--- src/rtl/tri_pixel_collector_pkg.sv ---
// Shared types and constants for the raster point-collector path.
// Latency: n/a (declarations only).
// Backpressure: n/a.
package tri_pixel_collector_pkg;

    localparam int W_DEF    = 3;
    localparam int GRID_DEF = 1 << W_DEF;

    typedef enum logic [1:0] {
        ST_IDLE    = 2'd0,
        ST_COLLECT = 2'd1,
        ST_DRAIN   = 2'd2,
        ST_DONE    = 2'd3
    } state_t;

    // The bounding box starts "inverted" so the first point sets both min and max.
    function automatic int bbox_min_rst(input int grid);
        return grid - 1;
    endfunction

    function automatic int bbox_max_rst(input int grid);
        return (grid > 0) ? 0 : 0;
    endfunction

endpackage

--- src/rtl/tri_pixel_collector_bbox.sv ---
// Min/max bounding-box tracker with clear and point-update strobes.
// Latency: result visible the cycle after i_upd.
// Backpressure: none; accepts an update every cycle.
import tri_pixel_collector_pkg::*;

module tri_bbox_tracker #(
    parameter int W    = W_DEF,
    parameter int GRID = 1 << W
) (
    input  logic         clk,
    input  logic         reset,
    input  logic         i_clear,
    input  logic         i_upd,
    input  logic [W-1:0] i_x,
    input  logic [W-1:0] i_y,
    output logic [W-1:0] o_xmin,
    output logic [W-1:0] o_xmax,
    output logic [W-1:0] o_ymin,
    output logic [W-1:0] o_ymax
);

    localparam logic [W-1:0] MIN_RST = W'(bbox_min_rst(GRID));
    localparam logic [W-1:0] MAX_RST = W'(bbox_max_rst(GRID));

    logic [W-1:0] r_xmin, r_xmax, r_ymin, r_ymax;

    // Clear takes priority; a point arriving with the clear seeds the box directly.
    always_ff @(posedge clk or posedge reset) begin
        if (reset) begin
            r_xmin <= MIN_RST;
            r_xmax <= MAX_RST;
            r_ymin <= MIN_RST;
            r_ymax <= MAX_RST;
        end else if (i_clear && i_upd) begin
            r_xmin <= i_x;
            r_xmax <= i_x;
            r_ymin <= i_y;
            r_ymax <= i_y;
        end else if (i_clear) begin
            r_xmin <= MIN_RST;
            r_xmax <= MAX_RST;
            r_ymin <= MIN_RST;
            r_ymax <= MAX_RST;
        end else if (i_upd) begin
            if (i_x < r_xmin) r_xmin <= i_x;
            if (i_x > r_xmax) r_xmax <= i_x;
            if (i_y < r_ymin) r_ymin <= i_y;
            if (i_y > r_ymax) r_ymax <= i_y;
        end
    end

    assign o_xmin = r_xmin;
    assign o_xmax = r_xmax;
    assign o_ymin = r_ymin;
    assign o_ymax = r_ymax;

endmodule

--- src/rtl/tri_pixel_collector.sv ---
// Accumulates rasterizer points into a GRID x GRID bitmap with stats, then drains it row by row.
// Latency: first row valid 1 cycle after busy_i sampled low; GRID cycles minimum drain; done 1 cycle after last accept.
// Backpressure: row held stable while row_valid_o && !row_ready_i; accept_o low tells upstream to hold off new triangles.
import tri_pixel_collector_pkg::*;

module tri_pixel_collector #(
    parameter int W    = W_DEF,
    parameter int GRID = 1 << W
) (
    input  logic            clk,
    input  logic            reset,
    input  logic            busy_i,
    input  logic            po_i,
    input  logic [W-1:0]    xo_i,
    input  logic [W-1:0]    yo_i,
    output logic            accept_o,
    output logic            row_valid_o,
    input  logic            row_ready_i,
    output logic [W-1:0]    row_idx_o,
    output logic [GRID-1:0] row_data_o,
    output logic            done_o,
    output logic [2*W:0]    pix_cnt_o,
    output logic [2*W-1:0]  dup_cnt_o,
    output logic [W-1:0]    xmin_o,
    output logic [W-1:0]    xmax_o,
    output logic [W-1:0]    ymin_o,
    output logic [W-1:0]    ymax_o,
    output logic            empty_o,
    output logic            overrun_o
);

    localparam int           PIX_W    = 2 * W + 1;
    localparam int           DUP_W    = 2 * W;
    localparam logic [W-1:0] ROW_LAST = W'(GRID - 1);

    state_t              r_state, w_state_nxt;
    logic [GRID-1:0]     r_bitmap [GRID];
    logic [W-1:0]        r_row_idx;
    logic [PIX_W-1:0]    r_pix_cnt;
    logic [DUP_W-1:0]    r_dup_cnt;
    logic                r_empty;
    logic                r_overrun;

    logic                w_frame_start;
    logic                w_cap;
    logic                w_collecting;
    logic                w_draining;
    logic                w_hit;
    logic                w_new;
    logic                w_dup;
    logic                w_row_acc;
    logic [PIX_W-1:0]    w_pix_base, w_pix_nxt;
    logic [DUP_W-1:0]    w_dup_base, w_dup_nxt;

    // State register.
    always_ff @(posedge clk or posedge reset) begin
        if (reset) r_state <= ST_IDLE;
        else       r_state <= w_state_nxt;
    end

    // Next-state and state-decoded outputs.
    always_comb begin
        w_state_nxt   = r_state;
        accept_o      = 1'b0;
        row_valid_o   = 1'b0;
        done_o        = 1'b0;
        w_frame_start = 1'b0;
        w_collecting  = 1'b0;
        w_draining    = 1'b0;
        case (r_state)
            ST_IDLE: begin
                accept_o     = 1'b1;
                w_collecting = 1'b1;
                if (busy_i || po_i) begin
                    w_frame_start = 1'b1;
                    w_state_nxt   = ST_COLLECT;
                end
            end
            ST_COLLECT: begin
                accept_o     = 1'b1;
                w_collecting = 1'b1;
                if (!busy_i) w_state_nxt = ST_DRAIN;
            end
            ST_DRAIN: begin
                row_valid_o = 1'b1;
                w_draining  = 1'b1;
                if (row_ready_i && (r_row_idx == ROW_LAST)) w_state_nxt = ST_DONE;
            end
            ST_DONE: begin
                done_o      = 1'b1;
                w_draining  = 1'b1;
                w_state_nxt = ST_IDLE;
            end
            default: w_state_nxt = ST_IDLE;
        endcase
    end

    // Point classification; in IDLE the bitmap is already clear, so the start-cycle point is always new.
    assign w_cap     = po_i && w_collecting;
    assign w_hit     = r_bitmap[yo_i][xo_i];
    assign w_new     = w_cap && !w_hit;
    assign w_dup     = w_cap && w_hit;
    assign w_row_acc = row_valid_o && row_ready_i;

    // Frame start zeroes the counters before the same-cycle point is counted.
    assign w_pix_base = w_frame_start ? '0 : r_pix_cnt;
    assign w_dup_base = w_frame_start ? '0 : r_dup_cnt;
    assign w_pix_nxt  = w_pix_base + {{(PIX_W-1){1'b0}}, w_new};
    assign w_dup_nxt  = (w_dup && (w_dup_base != {DUP_W{1'b1}})) ? w_dup_base + DUP_W'(1) : w_dup_base;

    // Bitmap: set on new points while collecting, clear each row as it is accepted.
    always_ff @(posedge clk or posedge reset) begin
        if (reset) begin
            for (int i = 0; i < GRID; i++) r_bitmap[i] <= '0;
        end else if (w_new) begin
            r_bitmap[yo_i][xo_i] <= 1'b1;
        end else if (w_row_acc) begin
            r_bitmap[r_row_idx] <= '0;
        end
    end

    // Row pointer advances per accepted row and wraps to 0 after the last.
    always_ff @(posedge clk or posedge reset) begin
        if (reset)          r_row_idx <= '0;
        else if (w_row_acc) r_row_idx <= r_row_idx + W'(1);
    end

    // Per-triangle counters and flags; they hold through DRAIN/DONE until the next frame start.
    always_ff @(posedge clk or posedge reset) begin
        if (reset) begin
            r_pix_cnt <= '0;
            r_dup_cnt <= '0;
            r_empty   <= 1'b0;
            r_overrun <= 1'b0;
        end else begin
            r_pix_cnt <= w_pix_nxt;
            r_dup_cnt <= w_dup_nxt;
            if (w_frame_start)
                r_empty <= 1'b0;
            else if ((r_state == ST_COLLECT) && !busy_i)
                r_empty <= (w_pix_nxt == '0);
            if (w_frame_start)
                r_overrun <= 1'b0;
            else if (w_draining && po_i)
                r_overrun <= 1'b1;
        end
    end

    tri_bbox_tracker #(
        .W    (W),
        .GRID (GRID)
    ) u_bbox (
        .clk     (clk),
        .reset   (reset),
        .i_clear (w_frame_start),
        .i_upd   (w_new),
        .i_x     (xo_i),
        .i_y     (yo_i),
        .o_xmin  (xmin_o),
        .o_xmax  (xmax_o),
        .o_ymin  (ymin_o),
        .o_ymax  (ymax_o)
    );

    assign row_idx_o  = r_row_idx;
    assign row_data_o = r_bitmap[r_row_idx];
    assign pix_cnt_o  = r_pix_cnt;
    assign dup_cnt_o  = r_dup_cnt;
    assign empty_o    = r_empty;
    assign overrun_o  = r_overrun;

endmodule

--- config.mk ---
export PLATFORM = sky130hd
export DESIGN_NAME = tri_pixel_collector
export DESIGN_NICKNAME = d
export VERILOG_FILES = /design/src/rtl/tri_pixel_collector_pkg.sv /design/src/rtl/tri_pixel_collector_bbox.sv /design/src/rtl/tri_pixel_collector.sv
export SDC_FILE = /design/constraint.sdc
export NUM_CORES = 1
export LEC_CHECK = 0
export ABC_AREA = 1
export CORE_MARGIN = 2
export CORE_UTILIZATION = 60
export DETAILED_ROUTE_END_ITERATION = 8
export PLACE_DENSITY_LB_ADDON = 0.1
export SYNTH_ARGS = -nofsm -noshare
export SYNTH_HDL_FRONTEND = slang
export SYNTH_SLANG_ARGS = --single-unit
--- constraint.sdc ---
create_clock -name clk -period 7.45 [get_ports clk]
set_input_delay 1.1175 -clock clk [delete_from_list [all_inputs] [get_ports clk]]
set_output_delay 1.1175 -clock clk [all_outputs]
set_load 0.05 [all_outputs]
# After elaboration in Yosys (flattened, before gate mapping)
# Index checks and enable logic that the tools add are counted.
[op_classes]
add_sub_neg = 3
n_lt_le_gt_ge = 10
n_eq_ne = 8
n_mux = 49
bitwise_logic = 5
n_reduce_logical = 32
[op_table]
columns = ["op", "n"]
rows = [
  ["64-bit two-way mux", 2],
  ["64-bit AND", 1],
  ["64-bit inverter", 1],
  ["64-bit OR", 1],
  ["8-bit binary-select mux with 3-bit select", 2],
  ["8-bit demux with 3-bit select", 2],
  ["3-bit two-way mux", 16],
  ["8-bit two-way mux", 6],
  ["3-bit nonzero test", 5],
  ["1-bit logical AND", 12],
  ["1-bit two-way mux", 12],
  ["6-bit two-way mux", 2],
  ["4-bit >= comparator, second input constant", 2],
  ["4-bit by 1-bit less-than comparator with 1-bit output, second input constant", 2],
  ["3-bit inverter with 4-bit output", 2],
  ["2-bit case mux with 4 select lines", 1],
  ["2-bit AND reduction", 4],
  ["7-bit by 1-bit adder with 7-bit output", 1],
  ["7-bit zero test", 1],
  ["7-bit two-way mux", 1],
  ["6-bit by 1-bit adder with 6-bit output, second input constant", 1],
  ["3-bit > comparator", 2],
  ["3-bit less-than comparator", 2],
  ["2-bit two-way mux", 3],
  ["16 further kinds", 23],
]
[totals]
regBits = 96
in_bits = 11
out_inout_bits = 41
word_cells = 125

# Longest topological paths before layout
# Gate-level depths: netlist of the first run.
[logic_depth]
word_depth = 12
ltp_mapped = 24
depth_no_buf = 21

# Cells and area by module
# A second synthesis of the first run with hierarchy kept.
[hier_totals]
cells_unflattened = 786
area_unflattened_um2 = 5903.2
[modules_own_cells]
columns = ["module", "instances", "cells_each", "area_each_um2", "seq_area_each_um2"]
rows = [
  ["tri_pixel_collector", 1, 683, 5088.6, 2102.0],
  ["tri_bbox_tracker", 1, 103, 814.5, 307.8],
]

# Worst setup path before layout of the first run
# No wires, ideal clock.
[synth_path]
path_type = "register to output"
startpoint = "register r_row_idx[0] (netlist: row_idx_o[0])"
endpoint = "output port row_data_o[3]"
arrival_time_ns = 2.422
required_ns = 6.332
slack_ns = 3.911
path_stages_with_launch = 5
path_buffers = 0
path_cell_list = "dfrtp_1 inv_1 nor3_1 inv_1 o2111ai_1"
[synth_between]
elab_chain_cells = 4
[synth_rtl]
columns = ["item", "line_no", "rtl"]
rows = [
  ["start: declaration", "tri_pixel_collector.sv:38", "logic [W-1:0] r_row_idx;"],
  ["start signal: assignment", "tri_pixel_collector.sv:125", "else if (w_row_acc) r_row_idx <= r_row_idx + W'(1);"],
  ["3-bit inverter with 4-bit output (implied by the code)", "tri_pixel_collector.sv:166", "assign row_data_o = r_bitmap[r_row_idx];"],
  ["8-bit binary-select mux with 3-bit select", "tri_pixel_collector.sv:166", ""],
  ["8-bit two-way mux (implied by the code) (2 in a row)", "tri_pixel_collector.sv:166", ""],
  ["end: declaration", "tri_pixel_collector.sv:20", "output logic [GRID-1:0] row_data_o,"],
]
# No other way between the ends. The select of a mux whose other input is x is not followed.

# Worst setup path in the final report of the first run
[layout_path]
startpoint = "register r_row_idx[0] (netlist: row_idx_o[0])"
endpoint = "output port row_data_o[4]"
# Same word-level chain as after synthesis.

==> impl_metrics.py, run 1 <==
metrics = {
    "synth": {
        "synthArstFlopShare_pct": 100,
        "ys_seq_area_share_pct": 40.5,
        "synth-seq-cells": 96,
        "ys.warnings.count": 0,
        "yosysTopAreaCellShare_pct": 37.8,
        "synth_area_leaders": "dfrtp_1, nand2_1, inv_1, a21oi_2, a21oi_1",
        "synth_top_flop_cell": "dfrtp_1",
        "synth_nets": 823,
        "synth_area_mm2": 0.00595,
        "synth_top_area_cell": "dfrtp_1",
        "synth_cell_types": 38,
        "synth-edff-count": 0,
        "synth_area_per_cell_um2": 7.52,
        "yosysMostFrequentCell": "nand2_1",
        "netlist_top_cells_count": "nand2_1, dfrtp_1, inv_1",
        "synthCells": 792,
    },
    "worst_setup_path": {
        "path_buf_inv": 3,
        "slowest_delay_ns": 0.86,
        "cpMostUsedCell": "inv_1",
        "crit_family": "buffers and inverters",
        "cp-start-kind": "flop",
        "crit_required_ns": 6.33,
        "cp_max_fo": 9,
        "worstSetupPathType": "reg -> out",
        "crit_arrival_ns": 3.61,
        "end_kind": "output port",
        "crit_slowest_cell": "clkdlybuf4s50_1",
        "crit_chain": "inv_1, nor3_1, inv_1, o22ai_1, a21oi_1, o2111ai_1, clkdlybuf4s50_1",
    },
    "clock_tree": {
        "clockBufferDepth": 2,
        "cts_setup_buffers": 0,
        "postCtsResizedCells": 0,
        "insertion_delay_ns": 0.38,
        "cts.sinks": 96,
        "numCtsBuffers": 9,
        "h-tree-depth": 3,
        "path_clk_slew_ns": 0.10,
        "root_buffer": "clkbuf_8",
        "cts_hold_buf": 0,
        "cts_tree": "done",
    },
    "sta": {
        "fin_skew_ns": 0.0134,
        "hold_ws_ns": 0.501,
        "max_freq_mhz": 212,
        "rsz0062_at_grt": "no",
        "finalHoldViolCount": 0,
        "min_period_over_period_pct": 63.5,
        "fin_ws_ns": 2.72,
        "period_needed_ns": 4.73,
        "finalSetupViolCount": 0,
        "fin_setup_tns_ns": 0,
        "slew_violations": 0,
        "slew_headroom_pct": 29.9,
        "tightest_slew_ns": 1.05,
    },
    "route": {
        "first_pass_iters": 7,
        "avgViaCountPerCell": 6.04,
        "ant_nets": 0,
        "drtIter0Drc": 486,
        "wl_mm": 18.1,
        "wire_per_inst_um": 18.6,
        "vias": 5879,
        "drc": 0,
    },
    "place": {
        "pre_cts_slack_ns": 2.41,
        "gp_congestion": 0.974,
        "numPortBuffers": 51,
        "dp_hpwl_mm": 12.5,
    },
    "cells_and_area": {
        "fillers": 832,
        "num_antenna_cells": 0,
        "final_nets": 866,
        "layout-drive-gt1-share_pct": 9.88,
        "area_growth_pct": 13.7,
    },
    "floorplanning": {
        "rows": 36,
        "io_pins": 52,
        "die_h_um": 104,
        "dieWidth_um": 104,
        "core-area_mm2": 0.00968,
        "die_area_mm2": 0.0107,
        "start_util_pct": 61.5,
    },
    "status": {
        "status": "finished, final reports clean",
    },
    "grt": {
        "grt_pass1_wl_mm": 29.7,
        "grt_usage_pct": 35.2,
        "grt_pass1_vias": 5634,
        "grt_max_degree": 56,
        "grt.overflow.total": 0,
        "grt_antenna_before_repair": 0,
    },
    "flow_run": {
        "drv_cap": 0,
    },
    "hold_path": {
        "hp-class": "reg -> reg",
    },
    "power": {
        "powerDensity_mw_per_mm2": 327,
        "leakage_nw": 3.21,
        "irDropWorstVdd_uv": 323,
    },
}
[state kept, by name (all words and copies together) (netlist names)]
signal / cells
dup_cnt_o: 6
empty_o: 1
overrun_o: 1
pix_cnt_o: 7
r_bitmap: 64
r_state: 2
row_idx_o: 3
u_bbox.o_xmax: 3
u_bbox.o_xmin: 3
u_bbox.o_ymax: 3
u_bbox.o_ymin: 3
[cell type report]
type / count / area, um^2 / share of cell area (%)
repair buffers: 58 / 563 / 8.32
multi-input cells: 581 / 3050 / 45.0
clock buffers: 9 / 124 / 1.83
inverters: 89 / 337 / 4.97
flip-flops and latches: 96 / 2410 / 35.6
clock inverters: 7 / 120 / 1.78
well taps: 133 / 166 / 2.46
[tightest hold or removal path, cell delays in order (launching register included)]
cell and delay (ns):
dfrtp_1 0.36, nand2_1 0.06, nand2_1 0.05
[cells in the final DEF (no fill, tap or decap), types with 3 or more instances in the layout]
cell / instances
nor3_1: 7
a221oi_1: 9
o2111ai_1: 3
a21oi_1: 50
inv_2: 5
o211ai_1: 10
o22ai_1: 6
nor4_1: 3
nor2_2: 3
nand2_1: 269
dfrtp_1: 90
dfstp_2: 6
nand3_1: 47
xor2_1: 5
bufinv_16: 3
buf_4: 7
o21ai_1: 4
a21oi_2: 30
nand4_1: 4
nor3_2: 10
a22oi_1: 10
o21ai_0: 48
nor2_1: 29
clkdlybuf4s50_1: 51
clkbuf_8: 9
inv_1: 81
ha_1: 20
[final timing paths]
path,slack [ns],endpoint,depth (start not counted),start
min,0.50,r_bitmap[63]$_DFFE_PP0P_,2,r_bitmap[63]$_DFFE_PP0P_
max in group asynchronous,5.22,r_bitmap[29]$_DFFE_PP0P_,3,reset
max reg2reg,4.25,empty_o$_DFFE_PP0P_,15,r_bitmap[44]$_DFFE_PP0P_
max,2.72,row_data_o[4],7,row_idx_o[0]$_DFFE_PP0P_
min in group asynchronous,1.12,row_idx_o[1]$_DFFE_PP0P_,2,reset
min reg2reg,0.50,r_bitmap[63]$_DFFE_PP0P_,2,r_bitmap[63]$_DFFE_PP0P_
[power by group]
| group | switching, mW | internal (mW) | total (mW) | leakage, nW |
|---|---|---|---|---|
| registers | 0.103 | 0.639 | 0.742 | 1.29 |
| logic | 0.752 | 0.295 | 1.05 | 1.80 |
| clock network | 0.198 | 0.224 | 0.421 | 0.119 |
[through the flow]
step | area, um^2 | util (%) | power (mW) | cells
after floorplan | 5950 | - | 1.45 | 792
after global placement | 6520 | 67.4 | 1.76 | 957
after detailed placement | 6520 | 67.4 | 1.78 | 957
after CTS | 6770 | 69.9 | 2.20 | 973
after global routing | 6770 | 69.9 | 2.33 | 973
final | 6770 | 69.9 | 2.21 | 973
[logic make-up after synthesis]
group / after synthesis / share of synthesized area, %
and+or+nand+nor: 380 / 27.4
buffers and inverters: 115 / 8.34
xor gates and xnor gates: 7 / 1.03
AOI/OAI and AO/OA: 174 / 18.6
DFF: 96 / 40.5
adders and majority gates: 20 / 4.20
[metal layers]
layer  vias to the layer above  GRT usage [%]  wire (um)
met2                       334           53.8       8020
met4                         0           17.6        755
met1                      2794           48.1       7520
li1                       2695              -          -
met5                         -              0          0
met3                        56           6.86       1850
Note: power is estimated with default switching activity, not from simulation.
==> inputs of run 2 (changes only) <==
Settings changed: CORE_UTILIZATION 60 to 53.
Clock period 7.45 ns to 4.34 ns, I/O delays scaled along.
==> run 2 against run 1 <==
  * Critical path depth increased by 1
  * Combinational power increased by 78%
  * Register-to-register slack got worse by 2.8 ns
  * Sequential cell count unchanged
  * Highest routed layer unchanged
==> impl_metrics.py, run 2 (synthesis results as in run 1) <==
metrics = {
    "status": {
        "status": "finished, final reports clean",
    },
    "power": {
        "irDropWorstVdd_uv": 453,
        "leakage_nw": 3.30,
        "powerDensity_mw_per_mm2": 554,
        "power.total_mw": 3.81,
    },
    "cells_and_area": {
        "layout-drive-gt1-share_pct": 11.7,
        "largest_reg_flops": 64,
        "layout.area.seq_mm2": 0.00241,
        "num_antenna_cells": 0,
        "top_register": "r_bitmap",
        "final_common_cell": "nand2_1",
        "final_nets": 884,
        "multi_input_area_mm2": 0.00305,
        "final_cell_mix": "nand2_1, dfrtp_1, inv_1, clkdlybuf4s50_1, a21oi_1",
        "fillers": 1014,
        "area_growth_pct": 15.7,
        "utilization_pct": 63.2,
    },
    "route": {
        "ant_nets": 0,
        "wl_mm": 19.3,
        "vias": 5866,
        "avgViaCountPerCell": 5.88,
        "drtIter0Drc": 606,
        "wire_per_inst_um": 19.4,
        "drc": 0,
        "first_pass_iters": 6,
    },
    "sta": {
        "fin_skew_ns": 0.00823,
        "period_needed_ns": 3.59,
        "max_freq_mhz": 278,
        "rsz0062_at_grt": "no",
        "slew_headroom_pct": 33.4,
        "min_period_over_period_pct": 82.7,
        "hold_ws_ns": 0.490,
        "slew_violations": 0,
        "fin_setup_tns_ns": 0,
        "finalSetupViolCount": 0,
        "finalHoldViolCount": 0,
        "tightest_slew_ns": 0.996,
    },
    "worst_setup_path": {
        "crit_chain": "inv_1, nor3_2, buf_4, inv_1, o22ai_1, a221oi_1, o2111ai_1, clkdlybuf4s50_1",
        "cpMostUsedCell": "inv_1",
        "worstSetupPathType": "reg -> out",
        "crit_arrival_ns": 2.94,
        "slowest_delay_ns": 0.73,
        "crit_required_ns": 3.69,
        "crit_slowest_cell": "clkdlybuf4s50_1",
        "end_kind": "output port",
        "cp_max_fo": 8,
        "cp-start-kind": "flop",
    },
    "flow_run": {
        "drv_cap": 0,
    },
    "grt": {
        "grt_pass1_vias": 5608,
        "grt.overflow.total": 0,
        "grt_pass1_wl_mm": 30.3,
        "grt_usage_pct": 34.0,
        "grt_antenna_before_repair": 0,
        "grt_max_degree": 47,
    },
    "clock_tree": {
        "cts_tree": "done",
        "cts_setup_buffers": 0,
        "root_buffer": "clkbuf_8",
        "path_clk_slew_ns": 0.09,
        "postCtsResizedCells": 0,
        "cts_hold_buf": 0,
        "numCtsBuffers": 9,
        "insertion_delay_ns": 0.38,
        "clockBufferDepth": 2,
        "h-tree-depth": 3,
        "cts.sinks": 96,
    },
    "floorplanning": {
        "core-area_mm2": 0.0109,
        "io_pins": 52,
        "die_area_mm2": 0.0121,
        "dieWidth_um": 110,
        "die_h_um": 110,
        "start_util_pct": 54.7,
        "rows": 38,
    },
    "place": {
        "gp_congestion": 0.962,
        "dp_hpwl_mm": 13.8,
        "numPortBuffers": 51,
    },
    "hold_path": {
        "hp-class": "reg -> reg",
    },
}
run 2: area by class of cell:
| type | instances | area share [%] |
|---|---|---|
| inverter | 89 | 4.89 |
| multi-input combinational | 581 | 44.2 |
| timing repair buffer | 76 | 10.1 |
| sequential | 96 | 35.0 |
| clock inverter | 5 | 1.14 |
| tap | 140 | 2.54 |
| clock buffer | 11 | 2.05 |
run 2: stage by stage:
stage	instances	area, um^2	worst slack, ns
floorplan	792	5950	1.19
global placement	982	6670	0.637
detailed placement	982	6670	0.526
CTS	998	6890	0.728
global route	998	6890	0.601
finish	998	6890	0.749
run 2: where the power goes:
group          leakage (nW)  switching [mW]  internal (mW)
Sequential             1.29           0.176           1.10
Combinational          1.90            1.32          0.543
Clock                 0.114           0.330          0.341
Total                  3.30            1.83           1.98
run 2: final timing paths:
| check | from | cells after the start | to | slack, ns |
|---|---|---|---|---|
| hold / removal | r_bitmap[63]$_DFFE_PP0P_ | 2 | r_bitmap[63]$_DFFE_PP0P_ | 0.49 |
| setup reg to reg | r_state[0]$_DFFE_PP0P_ | 14 | dup_cnt_o[5]$_DFF_PP0_ | 1.44 |
| min in group asynchronous | reset | 2 | row_idx_o[0]$_DFFE_PP0P_ | 0.65 |
| hold reg to reg | r_bitmap[63]$_DFFE_PP0P_ | 2 | r_bitmap[63]$_DFFE_PP0P_ | 0.49 |
| setup / recovery | row_idx_o[0]$_DFFE_PP0P_ | 8 | row_data_o[3] | 0.75 |
| max in group asynchronous | reset | 3 | u_bbox.o_ymin[2]$_DFFE_PP1P_ | 2.82 |
run 2: critical path, delay by kind of cell, from the launching register on:
family,cells,cell delay [ns]
compound gates,3,0.55
buf+inv,4,1.44
flops,1,0.47
simple gates,1,0.09
run 2: layer usage:
| metal | vias up | track usage (%) | wire length (um) |
|---|---|---|---|
| met3 | 51 | 7.23 | 1840 |
| li1 | 2732 | - | - |
| met4 | 0 | 14.7 | 747 |
| met2 | 299 | 50.9 | 8450 |
| met5 | - | 0 | 0 |
| met1 | 2784 | 47.6 | 8280 |
==> inputs of run 3 (changes only) <==
Settings changed: CORE_UTILIZATION 53 to 59.
Clock period 4.34 ns to 3.7 ns, I/O delays scaled along.
==> run 3 against run 2 <==
  * Clock power grew 38%
  * Via count grew 1.8%
  * Hold slack lost 0.010 ns
  * Die area shrank 9.8%
  * Power grew 21%
  * Cell area grew 1.8%
  * Largest cell class unchanged
  * Global-route usage grew 1.8 points
  * Non-clock buffer count grew 10
==> impl_metrics.py, run 3 (synthesis results as in run 1) <==
metrics = {
    "route": {
        "vias": 5973,
        "first_pass_iters": 5,
        "wire_per_inst_um": 18.9,
        "wl_mm": 19.0,
        "met2_length_mm": 8.54,
        "drc": 0,
        "wirelength_met1_mm": 7.72,
        "wl_met3_mm": 2.06,
        "drtIter0Drc": 665,
        "top_layer": "met4",
        "avgViaCountPerCell": 5.97,
        "ant_nets": 0,
    },
    "sta": {
        "min_period_over_period_pct": 96.3,
        "slew_violations": 0,
        "hold_ws_ns": 0.480,
        "period_needed_ns": 3.56,
        "tightest_slew_ns": 0.980,
        "finalHoldViolCount": 0,
        "fin_skew_ns": 0.00688,
        "finalSetupViolCount": 0,
        "slew_headroom_pct": 34.4,
        "max_freq_mhz": 281,
        "fin_setup_tns_ns": 0,
        "rsz0062_at_grt": "no",
    },
    "floorplanning": {
        "die_area_mm2": 0.0109,
        "start_util_pct": 60.9,
        "rows": 36,
        "dieWidth_um": 104,
        "core-area_mm2": 0.00977,
        "io_pins": 52,
        "die_h_um": 104,
    },
    "place": {
        "numPortBuffers": 51,
        "gp_congestion": 0.996,
        "dp_hpwl_mm": 13.6,
        "placed_cells": 985,
        "placed_cell_area_mm2": 0.00675,
    },
    "grt": {
        "grt.overflow.total": 0,
        "grt_antenna_before_repair": 0,
        "grt_pass1_wl_mm": 30.3,
        "grt_pass1_vias": 5657,
        "grt_usage_pct": 35.8,
        "grt_max_degree": 59,
    },
    "worst_setup_path": {
        "crit_arrival_ns": 3.01,
        "cp_max_fo": 7,
        "cp-start-kind": "flop",
        "crit_required_ns": 3.14,
        "worstSetupPathType": "reg -> out",
        "end_kind": "output port",
    },
    "power": {
        "powerDensity_mw_per_mm2": 659,
        "p_switching_mw": 2.16,
        "swShare_pct": 46.8,
        "p_clk_share_pct": 20.1,
        "power_frac_comb_pct": 47.5,
        "seqPwrFrac_pct": 32.4,
        "irDropWorstVdd_uv": 783,
        "p_int_mw": 2.46,
        "leakage_nw": 3.39,
    },
    "cells_and_area": {
        "stdcell_area_mm2": 0.00701,
        "top_register": "r_bitmap",
        "area_growth_pct": 17.8,
        "final_common_cell": "nand2_1",
        "stdcell_count": 1001,
        "final_cell_mix": "nand2_1, dfrtp_1, inv_1, a21oi_1, clkdlybuf4s50_1",
        "largest_reg_flops": 64,
        "layout-drive-gt1-share_pct": 12.7,
        "final_nets": 894,
        "num_antenna_cells": 0,
        "fillers": 820,
    },
    "clock_tree": {
        "insertion_delay_ns": 0.38,
        "root_buffer": "clkbuf_8",
        "cts_tree": "done",
        "clockBufferDepth": 2,
        "numCtsBuffers": 9,
        "path_clk_slew_ns": 0.10,
        "cts_hold_buf": 0,
        "h-tree-depth": 3,
        "cts.sinks": 96,
    },
    "flow_run": {
        "drv_cap": 0,
    },
    "hold_path": {
        "hp-class": "reg -> reg",
    },
    "status": {
        "status": "finished, final reports clean",
    },
}
==> run 3: changes by cell type in the layout (fill, tap and decap cells not counted), sizes merged <==
cell,change
clkinv,-2
buf,+10
bufinv,+2
clkdlybuf4s50,-1
clkbuf,-1
dlymetal6s2s,+1
inv,+1
==> run 3: worst paths after layout <==
check,start,to,slack [ns],depth (start not counted)
worst min-delay path,r_bitmap[42]$_DFFE_PP0P_,r_bitmap[42]$_DFFE_PP0P_,0.48,2
worst max-delay path,row_idx_o[2]$_DFFE_PP0P_,row_data_o[4],0.14,5
max in group asynchronous,reset,u_bbox.o_xmin[0]$_DFFE_PP1P_,2.31,3
min in group asynchronous,reset,r_state[1]$_DFFE_PP0P_,0.65,2
worst max register to register,r_state[0]$_DFFE_PP0P_,empty_o$_DFFE_PP0P_,1.09,15
worst min register to register,r_bitmap[42]$_DFFE_PP0P_,r_bitmap[42]$_DFFE_PP0P_,0.48,2
==> run 3: timing repair <==
action                     4_1_cts  5_1_grt
resized for setup                0        1
hold endpoints to repair         0        0
setup buffers                    0        0
setup endpoints to repair        0        1
==> run 3: final cells by class <==
cell class	instances	area, um^2	share of cell area [%]
Multi-Input combinational cell	581	3050	43.4
Sequential cell	96	2410	34.4
Timing Repair Buffer	86	788	11.2
Inverter	89	337	4.80
Tap cell	133	166	2.37
Clock inverter	6	138	1.96
Clock buffer	10	128	1.82
==> run 3: power by group through the flow <==
stage | combinational, mW | clock [mW] | sequential, mW
global placement | 2.11 | 0 | 1.49
finish | 2.20 | 0.928 | 1.49
CTS | 2.17 | 0.936 | 1.49
global route | 2.36 | 0.977 | 1.52
detailed placement | 2.16 | 0 | 1.51
floorplan | 1.14 | 0 | 1.78
==> run 3: worst max-delay path: stages (launching register included) <==
cell and delay [ns]:
dfrtp_1 0.50, inv_1 0.19, nor3_2 0.50, inv_1 0.32, o2111ai_1 0.27, clkdlybuf4s50_1 0.85
==> run 3: stage by stage <==
step	worst slack [ns]	total power, mW	utilization (%)
4_1_cts	0.124	4.60	71.7
3_3_place_gp	0.341	3.60	69.0
6_report	0.138	4.62	71.7
3_5_place_dp	0.260	3.67	69.0
2_1_floorplan	0.650	2.92	-
5_1_grt	0.0488	4.86	71.7
==> run 3: per-layer routing <==
metal | global-route usage [%] | vias to the layer above
met4 | 14.2 | 0
met1 | 49.3 | 2817
met3 | 7.83 | 56
met2 | 54.9 | 343
met5 | 0 | -
li1 | - | 2757
